$ cat src/rtl/ex_div_seq_if.sv
// ex_div_seq_if: request/response bundle between the Ex stage and the
// multi-cycle divide sequencer.
//
// Handshake: Ex raises start_i with operands and signed_i valid, and holds
// start_i high until it has consumed result_o. The divider raises ready_o
// when result_o is valid and keeps it high while start_i stays high. Ex
// drops start_i for at least one cycle before issuing the next divide.
// annul_i flushes an in-flight divide, and no result is produced.
//
// Signals:
//   start_i    divide request (Ex -> divider)
//   annul_i    cancel in-flight divide (Ex -> divider)
//   signed_i   1 = signed, 0 = unsigned (Ex -> divider)
//   opdata1_i  dividend (Ex -> divider)
//   opdata2_i  divisor (Ex -> divider)
//   result_o   {remainder, quotient} (divider -> Ex)
//   ready_o    result_o valid (divider -> Ex)
//   busy_o     divide in progress (divider -> Ex)
interface ex_div_seq_if #(
  parameter int DATA_W = 32
);
  logic                start_i;
  logic                annul_i;
  logic                signed_i;
  logic [DATA_W-1:0]   opdata1_i;
  logic [DATA_W-1:0]   opdata2_i;
  logic [2*DATA_W-1:0] result_o;
  logic                ready_o;
  logic                busy_o;

  modport master (
    output start_i, annul_i, signed_i, opdata1_i, opdata2_i,
    input  result_o, ready_o, busy_o
  );

  modport slave (
    input  start_i, annul_i, signed_i, opdata1_i, opdata2_i,
    output result_o, ready_o, busy_o
  );
endinterface

$ cat src/rtl/ex_div_seq.sv
// ex_div_seq: multi-cycle radix-2 restoring integer divider for the Ex stage.
// Produces one quotient bit per cycle and returns {remainder, quotient}.
//
// Optional feature macro: DIV_EARLY_OUT_EN. When defined, a divide whose
// dividend magnitude is below the divisor magnitude skips the iterations
// and completes through the short (divide-by-zero) path with quotient 0 and
// remainder = original dividend. Results are identical either way.
//
// Ports:
//   clk          rising-edge clock
//   rst          synchronous active-high reset, highest priority
//   bus          ex_div_seq_if.slave (request/response bundle)
//   dbg_state_o  current FSM state (0 IDLE, 1 DIVZERO, 2 ON, 3 END)
//
// Latency (start sampled at edge t): busy_o rises after edge t. A normal
// divide raises ready_o after edge t+DATA_W, and a divide by zero (or an
// early-out divide) raises it after edge t+1.
module ex_div_seq #(
  parameter int DATA_W = 32
) (
  input  logic        clk,
  input  logic        rst,
  ex_div_seq_if.slave bus,
  output logic [1:0]  dbg_state_o
);
  localparam int CW = (DATA_W > 1) ? $clog2(DATA_W) : 1;

  typedef enum logic [1:0] {
    S_IDLE    = 2'd0,
    S_DIVZERO = 2'd1,
    S_ON      = 2'd2,
    S_END     = 2'd3
  } state_t;

  state_t              state_q;
  logic [DATA_W-1:0]   dvs_q;      // divisor magnitude
  logic [DATA_W-1:0]   rem_q;      // partial remainder
  logic [DATA_W-1:0]   quo_q;      // dividend bits shifting out / quotient in
  logic [CW-1:0]       cnt_q;
  logic                quo_neg_q;  // negate quotient at the end
  logic                rem_neg_q;  // negate remainder at the end
  logic [2*DATA_W-1:0] result_q;
  logic                ready_q;
  logic                busy_q;

  // Operand magnitudes at capture time
  logic              a_neg;
  logic              b_neg;
  logic [DATA_W-1:0] a_mag;
  logic [DATA_W-1:0] b_mag;
  logic              early_hit;

  always_comb begin
    a_neg = bus.signed_i & bus.opdata1_i[DATA_W-1];
    b_neg = bus.signed_i & bus.opdata2_i[DATA_W-1];
    a_mag = a_neg ? (~bus.opdata1_i + 1'b1) : bus.opdata1_i;
    b_mag = b_neg ? (~bus.opdata2_i + 1'b1) : bus.opdata2_i;
`ifdef DIV_EARLY_OUT_EN
    early_hit = (bus.opdata2_i != '0) && (a_mag < b_mag);
`else
    early_hit = 1'b0;
`endif
  end

  // One restoring step. rem_sh needs DATA_W+1 bits because the remainder
  // before the shift can be as large as divisor-1. The top bit of diff is
  // the borrow, and it is clear exactly when rem_sh >= divisor.
  logic [DATA_W:0]   rem_sh;
  logic [DATA_W:0]   diff;
  logic              ge;
  logic [DATA_W-1:0] rem_nx;
  logic [DATA_W-1:0] quo_nx;
  logic [DATA_W-1:0] rem_fin;
  logic [DATA_W-1:0] quo_fin;

  always_comb begin
    rem_sh  = {rem_q, quo_q[DATA_W-1]};
    diff    = rem_sh - {1'b0, dvs_q};
    ge      = ~diff[DATA_W];
    rem_nx  = ge ? diff[DATA_W-1:0] : rem_sh[DATA_W-1:0];
    quo_nx  = {quo_q[DATA_W-2:0], ge};
    rem_fin = rem_neg_q ? (~rem_nx + 1'b1) : rem_nx;
    quo_fin = quo_neg_q ? (~quo_nx + 1'b1) : quo_nx;
  end

  always_ff @(posedge clk) begin
    if (rst) begin
      state_q   <= S_IDLE;
      dvs_q     <= '0;
      rem_q     <= '0;
      quo_q     <= '0;
      cnt_q     <= '0;
      quo_neg_q <= 1'b0;
      rem_neg_q <= 1'b0;
      result_q  <= '0;
      ready_q   <= 1'b0;
      busy_q    <= 1'b0;
    end else begin
      case (state_q)
        S_IDLE: begin
          ready_q  <= 1'b0;
          result_q <= '0;
          busy_q   <= 1'b0;
          if (bus.start_i && !bus.annul_i) begin
            quo_neg_q <= a_neg ^ b_neg;
            rem_neg_q <= a_neg;
            dvs_q     <= b_mag;
            cnt_q     <= '0;
            busy_q    <= 1'b1;
            if ((bus.opdata2_i == '0) || early_hit) begin
              // The short path reports {rem_q, quo_q} directly, so preload
              // it with the final answer: zero for a zero divisor, or the
              // untouched dividend for an early-out.
              state_q <= S_DIVZERO;
              rem_q   <= early_hit ? bus.opdata1_i : '0;
              quo_q   <= '0;
            end else begin
              state_q <= S_ON;
              rem_q   <= '0;
              quo_q   <= a_mag;
            end
          end
        end

        S_DIVZERO: begin
          state_q  <= S_END;
          result_q <= {rem_q, quo_q};
          ready_q  <= 1'b1;
          busy_q   <= 1'b0;
        end

        S_ON: begin
          if (bus.annul_i) begin
            state_q <= S_IDLE;
            busy_q  <= 1'b0;
            cnt_q   <= '0;
          end else begin
            rem_q <= rem_nx;
            quo_q <= quo_nx;
            cnt_q <= cnt_q + CW'(1);
            if (cnt_q == CW'(DATA_W - 1)) begin
              state_q  <= S_END;
              result_q <= {rem_fin, quo_fin};
              ready_q  <= 1'b1;
              busy_q   <= 1'b0;
            end
          end
        end

        S_END: begin
          if (!bus.start_i) begin
            state_q  <= S_IDLE;
            ready_q  <= 1'b0;
            result_q <= '0;
          end
        end

        default: begin
          state_q <= S_IDLE;
        end
      endcase
    end
  end

  assign bus.result_o = result_q;
  assign bus.ready_o  = ready_q;
  assign bus.busy_o   = busy_q;
  assign dbg_state_o  = state_q;
endmodule

$ cat src/flat_wrapper.sv
// flat-port wrapper written by rule: the top's interface ports become plain ports
module ex_div_seq_flat 
#(
  parameter int DATA_W = 32
)
  (clk, rst, dbg_state_o, bus_start_i, bus_annul_i, bus_signed_i, bus_opdata1_i, bus_opdata2_i, bus_result_o, bus_ready_o, bus_busy_o);
  ex_div_seq_if #(.DATA_W(DATA_W)) bus_i ();
  input  logic clk;
  input  logic rst;
  output logic [1:0] dbg_state_o;
  input wire logic [$bits(bus_i.start_i)-1:0] bus_start_i;
  input wire logic [$bits(bus_i.annul_i)-1:0] bus_annul_i;
  input wire logic [$bits(bus_i.signed_i)-1:0] bus_signed_i;
  input wire logic [$bits(bus_i.opdata1_i)-1:0] bus_opdata1_i;
  input wire logic [$bits(bus_i.opdata2_i)-1:0] bus_opdata2_i;
  output wire logic [$bits(bus_i.result_o)-1:0] bus_result_o;
  output wire logic [$bits(bus_i.ready_o)-1:0] bus_ready_o;
  output wire logic [$bits(bus_i.busy_o)-1:0] bus_busy_o;
  assign bus_i.start_i = bus_start_i;
  assign bus_i.annul_i = bus_annul_i;
  assign bus_i.signed_i = bus_signed_i;
  assign bus_i.opdata1_i = bus_opdata1_i;
  assign bus_i.opdata2_i = bus_opdata2_i;
  assign bus_result_o = bus_i.result_o;
  assign bus_ready_o = bus_i.ready_o;
  assign bus_busy_o = bus_i.busy_o;
  ex_div_seq #(.DATA_W(DATA_W)) u_core (.clk(clk), .rst(rst), .bus(bus_i), .dbg_state_o(dbg_state_o));
endmodule
$ cat config.mk
export PLATFORM = sky130hd
export DESIGN_NAME = ex_div_seq_flat
export DESIGN_NICKNAME = d
export VERILOG_FILES = /design/src/rtl/ex_div_seq_if.sv /design/src/rtl/ex_div_seq.sv /design/src/flat_wrapper.sv
export SDC_FILE = /design/constraint.sdc
export NUM_CORES = 1
export LEC_CHECK = 0
export ABC_AREA = 1
export BUFFER_PORTS_ARGS = -buffer_cell sky130_fd_sc_hd__buf_4
export CORE_ASPECT_RATIO = 0.9
export CORE_MARGIN = 2
export CORE_UTILIZATION = 28
export DETAILED_ROUTE_END_ITERATION = 10
export GPL_TIMING_DRIVEN = 0
export SLEW_MARGIN = 20
export SYNTH_ARGS = -nofsm -noshare
export SYNTH_HDL_FRONTEND = slang
export SYNTH_SLANG_ARGS = --single-unit
$ cat constraint.sdc
create_clock -name clk -period 5 [get_ports clk]
set_input_delay 0.5 -clock clk [delete_from_list [all_inputs] [get_ports clk]]
set_output_delay 0.5 -clock clk [all_outputs]
set_load 0.1 [all_outputs]
## After elaboration in Yosys (flattened, before gate mapping)

Index checks and enable logic that the tools add are counted.

| cells by class | value |
|---|---|
| shifts and indexed selects | 0 |
| $mul | 0 |
| add/sub/neg operators | 6 |
| div/mod/pow operators | 0 |
| order comparisons | 0 |
| bitwise operators | 8 |
| eq/ne operators | 9 |
| muxes and demuxes | 33 |
| reductions and logical operators | 12 |

Operators with widths:

| operator | number |
|---|---|
| $mux 32 | 10 |
| $pmux 64 s4 | 1 |
| $mux 64 | 3 |
| $add 32x1->32 const B | 4 |
| $not 32->32 | 4 |
| $pmux 32 s2 | 2 |
| $sub 33x32->33 | 1 |
| $logic_not 32->1 | 1 |
| $mux 2 | 5 |
| $mux 5 | 2 |
| $pmux 5 s2 | 1 |
| $reduce_and 3->1 | 3 |
| $pmux 2 s4 | 1 |
| $mux 1 | 6 |
| $reduce_and 2->1 | 3 |
| $add 5x1->5 const B | 1 |
| $eq 5x5->1 const B | 1 |
| $eq 2x2->1 const B | 2 |
| $ne 2x1->1 const B | 2 |
| $ne 2x2->1 const B | 2 |
| $pmux 1 s4 | 1 |
| $ne 3x2->1 const B | 1 |
| $pmux 1 s3 | 1 |
| $reduce_bool 3->1 | 1 |
| 8 further kinds | 9 |

| storage, ports and cells | value |
|---|---|
| RAM bits | 0 |
| word-level logic and storage cells | 78 |
| memories | 0 |
| bits in read-only memories | 0 |
| output and inout bits | 68 |
| register bits | 171 |
| latch bits | 0 |
| input bits | 69 |

## Logic depth before layout (Yosys ltp)

| logic depth | value |
|---|---|
| depth after elaboration | 8 |
| gate-level depth with buffers | 33 |

## Least setup slack after synthesis

Ideal clock, no wire load.

| timing path | value |
|---|---|
| path kind | register to register |
| from | register u_core.quo_q[31] |
| to | register u_core.result_q[28] (netlist: u_core.bus.result_o[28]) |
| stages on the path, launching flop included | 32 |
| library setup time | 0.132 ns |
| data required time | 4.868 ns |
| path slack | 1.124 ns |
| arrival | 3.744 ns |
| cells stage by stage | dfxtp_1 inv_1 ha_1 inv_1 fa_1 nand2_1 nand2_1 nand3_2 nand2_2 nand2_4 nand2_4 nand2_4 nand3_2 nand2_4 buf_12 buf_8 ha_1 inv_1 nor3_1 nand3_1 nor3_2 nand2_1 nor2_1 nand2_1 nor2_1 nand3_1 nor2_1 nand3_1 nand2_1 nor3_1 o21ai_0 a21oi_1 |

| between the ends | value |
|---|---|
| longest elaborated chain between the ends | 8 |

RTL lines:

| element | line | source |
|---|---|---|
| start, declared | ex_div_seq.sv:38 | `logic [DATA_W-1:0] quo_q;` |
| start signal, assigned | ex_div_seq.sv:120 | `quo_q <= a_mag;` |
| start signal, assigned | ex_div_seq.sv:139 | `quo_q <= quo_nx;` |
| $sub 33x32->33 | ex_div_seq.sv:78 | `diff = rem_sh - {1'b0, dvs_q};` |
| $not 1->1 | ex_div_seq.sv:79 | `ge = ~diff[DATA_W];` |
| $not 32->32 | ex_div_seq.sv:83 | `quo_fin = quo_neg_q ? (~quo_nx + 1'b1) : quo_nx;` |
| $add 32x1->32 | ex_div_seq.sv:83 |  |
| $mux 32 | ex_div_seq.sv:83 |  |
| $mux 64 | ex_div_seq.sv:141 | `if (cnt_q == CW'(DATA_W - 1)) begin` |
| $mux 64 | ex_div_seq.sv:133 | `if (bus.annul_i) begin` |
| $pmux 64 s4 | ex_div_seq.sv:99 | `case (state_q)` |
| end signal, assigned | ex_div_seq.sv:127 | `result_q <= {rem_q, quo_q};` |
| end signal, assigned | ex_div_seq.sv:143 | `result_q <= {rem_fin, quo_fin};` |
| end, declared | ex_div_seq.sv:42 | `logic [2*DATA_W-1:0] result_q;` |

Every way passes these cells. The select of a mux whose other input is x is not followed.
A chain may end at the register's enable or synchronous reset.

## Worst setup path in the final report

| timing path | value |
|---|---|
| from | register u_core.quo_q[31] |
| to | register u_core.result_q[30] (netlist: u_core.bus.result_o[30]) |

The elaborated chain is that of the path after synthesis.

==> impl_metrics.yaml <==
sta:
  fin_crit_ns: 4.66
  tightestPinTransition_ns: 0.953
  slew_viol_final: 0
  slew_headroom_pct: 36.2
  fmax_ghz: 0.214
  period_share_pct: 93.3
  tns_ns: 0
  setup_viol: 0
  finClkSkew_ns: 0.0208
  hold_violations: 0
logic_synthesis:
  synth_most_common_cell: "nand2_1"
  syn-instance-count: 2403
  synthAdderAreaFrac_pct: 3.98
  yosysTopAreaCellShare_pct: 24.4
  yosys_warnings: 0
  synth_compound_area_share_pct: 15.8
  synth_top_family_by_area: "simple AND/OR/NAND/NOR gates"
  synth_top_area_cell: "dfxtp_1"
  synth_seq_cells: 171
  async_flop_share_pct: 0
  ys_seq_area_share_pct: 24.4
  synth_common_cells: "836 x nand2_1, 300 x inv_1, 180 x a21oi_1"
  avgSynthCellArea_sq_um: 5.83
  synth_edf_count: 0
  syn-num-nets: 2516
  syn_area_sq_mm: 0.0140
  synth_mux_area_share_pct: 0
  synthTopCellsByArea: "dfxtp_1 24%, nand2_1 22%, inv_1 8.0%, a21oi_1 6.4%, nand3_1 5.0%"
  ys.flop_type: "dfxtp_1"
  synth_xor_area_share_pct: 3.50
  ys_types: 55
  synthSimpleGateAreaFrac_pct: 40.4
setup_path:
  cp_max_fo: 10
  rr_worst_depth: 31
  startpoint_type: "register"
  critical-path-max-stage-delay_ns: 0.37
  criticalPathCategory: "reg2reg"
  timing.rr.end: "u_core.bus.result_o[30]"
  critPathMostFrequentCell: "nand2_4"
  r2r_setup_slack_ns: 0.34
  cp.required_ns: 5.39
  cpMaxStageDelayCell: "dfxtp_1"
  arrival_ns: 5.05
  startpoint: "u_core.quo_q[31]"
  timing.rr.start: "u_core.quo_q[31]"
  cp-end-kind: "register"
floorplanning:
  core_sq_mm: 0.0492
  die_h_um: 216
  row_count: 77
  io_pins: 137
  start_util_pct: 28.5
  die-area_sq_mm: 0.0518
  die_x_um: 240
grt:
  grt_overflow: 0
  grt_first_pass_wirelength_mm: 82.4
  antenna_found_initial: 0
  grt_use_total_pct: 20.7
  grt_start_max_net_pins: 17
  grt_pass1_vias: 13941
clock_tree:
  clock_path_buffers: 2
  cts_tree: "yes"
  clkLatencyLatePin_ns: 0.47
  htree_levels: 4
  cts.hold.buffers_added: 0
  clock-sinks: 171
  cts_buffers: 17
  clockRootBuffer: "clkbuf_16"
  cts.clk_slew.worst_paths_ns: 0.07
power_and_ir_drop:
  vdd_drop_max_uv: 265
  total_power_mw: 6.74
  leakagePower_nw: 8.00
  power_density_mw_per_mm2: 408
routing:
  ant_nets: 0
  drcViolationCount: 0
  dr.pass1.iters: 6
  wire_per_inst_um: 16.7
  num_vias: 15715
  drtIter0Drc: 1599
  via_per_inst: 4.85
  wl_mm: 54.2
placed_design:
  dp_hpwl_mm: 44.1
  io_buffers: 135
  gp_congestion: 0.963
layout:
  n_fill_cell: 5527
  area_growth_pct: 17.9
  drive_gt1_share_pct: 11.4
  fin_nets: 2672
  n_antenna_cell: 0
min_path:
  hold_start: "bus_opdata2_i[11]"
  hold_depth: 3
  hold_path.class: "in2reg"
  holdPathEnd: "u_core.dvs_q[11]"
run_status:
  status: "finished clean"
job:
  cap_violations: 0
==> worst max-delay path: cells and delay by family (launching register included) <==
family                   cells  cell delay, ns
adder cells (fa/ha/maj)      3            0.62
flip-flops                   1            0.37
AO/OA/AOI/OAI                4            0.80
buffers and inverters        5            0.57
AND/OR/NAND/NOR             19            2.23
==> power by group <==
group | leakage (nW) | total [mW] | switching [mW] | internal (mW)
Clock | 0.282 | 1.40 | 0.607 | 0.789
Sequential | 1.39 | 1.70 | 0.188 | 1.52
Combinational | 6.33 | 3.64 | 2.66 | 0.983
Total | 8.00 | 6.74 | 3.45 | 3.29
==> registers in the layout (all words and copies together) (netlist names) <==
signal               count
u_core.bus.busy_o        1
u_core.bus.ready_o       1
u_core.bus.result_o     64
u_core.cnt_q             5
u_core.dbg_state_o       2
u_core.dvs_q            32
u_core.quo_neg_q         1
u_core.quo_q            32
u_core.rem_neg_q         1
u_core.rem_q            32
==> worst max path at each step <==
stage	to
6_report	u_core.bus.result_o[30]
4_1_cts	u_core.bus.result_o[30]
3_3_place_gp	u_core.bus.result_o[28]
5_1_grt	u_core.bus.result_o[30]
2_1_floorplan	u_core.bus.result_o[28]
3_5_place_dp	u_core.bus.result_o[30]
==> per-stage QoR <==
step | utilization [%] | hold slack, ns | cell area [sq um] | cells | setup WS (ns)
6_report | 33.6 | 0.324 | 16500 | 3243 | 0.336
5_1_grt | 33.6 | 0.331 | 16500 | 3243 | -0.0125
4_1_cts | 33.4 | 0.314 | 16500 | 3241 | 0.0812
3_5_place_dp | 32.2 | 0.456 | 15900 | 3209 | 0.119
3_3_place_gp | 32.2 | 0.453 | 15900 | 3209 | 0.0747
2_1_floorplan | - | 0.444 | 14000 | 2403 | 1.12
==> timing repair <==
item	4_1_cts	5_1_grt
setup endpoints to repair	0	4
resized for setup	0	9
buffers inserted	0	2
==> placed cells by master, fill, tap and decap left out, types with 43 or more instances in the layout <==
| cell type | count |
|---|---|
| nand3_1 | 137 |
| ha_1 | 43 |
| dfxtp_1 | 171 |
| inv_1 | 300 |
| buf_4 | 142 |
| a21oi_1 | 180 |
| o21ai_0 | 125 |
| nor2_1 | 177 |
| clkbuf_1 | 75 |
| nand2_1 | 836 |
| nor3_1 | 48 |
==> cell type report <==
| type | count | area (sq um) | share of cell area, % |
|---|---|---|---|
| Clock inverter | 9 | 113 | 0.682 |
| Timing Repair Buffer | 137 | 1030 | 6.23 |
| Buffer | 98 | 490 | 2.97 |
| Tap cell | 671 | 840 | 5.08 |
| Inverter | 314 | 1180 | 7.14 |
| Clock buffer | 23 | 488 | 2.95 |
| Sequential cell | 171 | 3420 | 20.7 |
| Multi-Input combinational cell | 1820 | 8960 | 54.2 |
==> per-layer routing <==
metal | vias to the layer above | GRT usage [%] | wire length, um
met3 | 62 | 4.20 | 4790
met4 | 0 | 5.88 | 1090
li1 | 7967 | - | -
met1 | 7050 | 30.8 | 26100
met2 | 636 | 29.7 | 22200
met5 | - | 0 | 0
==> cell families (layout without fill, tap and decap cells) <==
kind of cell    after synthesis  in the layout
simple gates               1324           1324
flops                       171            171
fa+ha+maj                    44             44
buf+inv                     412            581
xor+xnor                     56             56
compound gates              396            396
No activity file was read; power rests on OpenSTA's default activity.
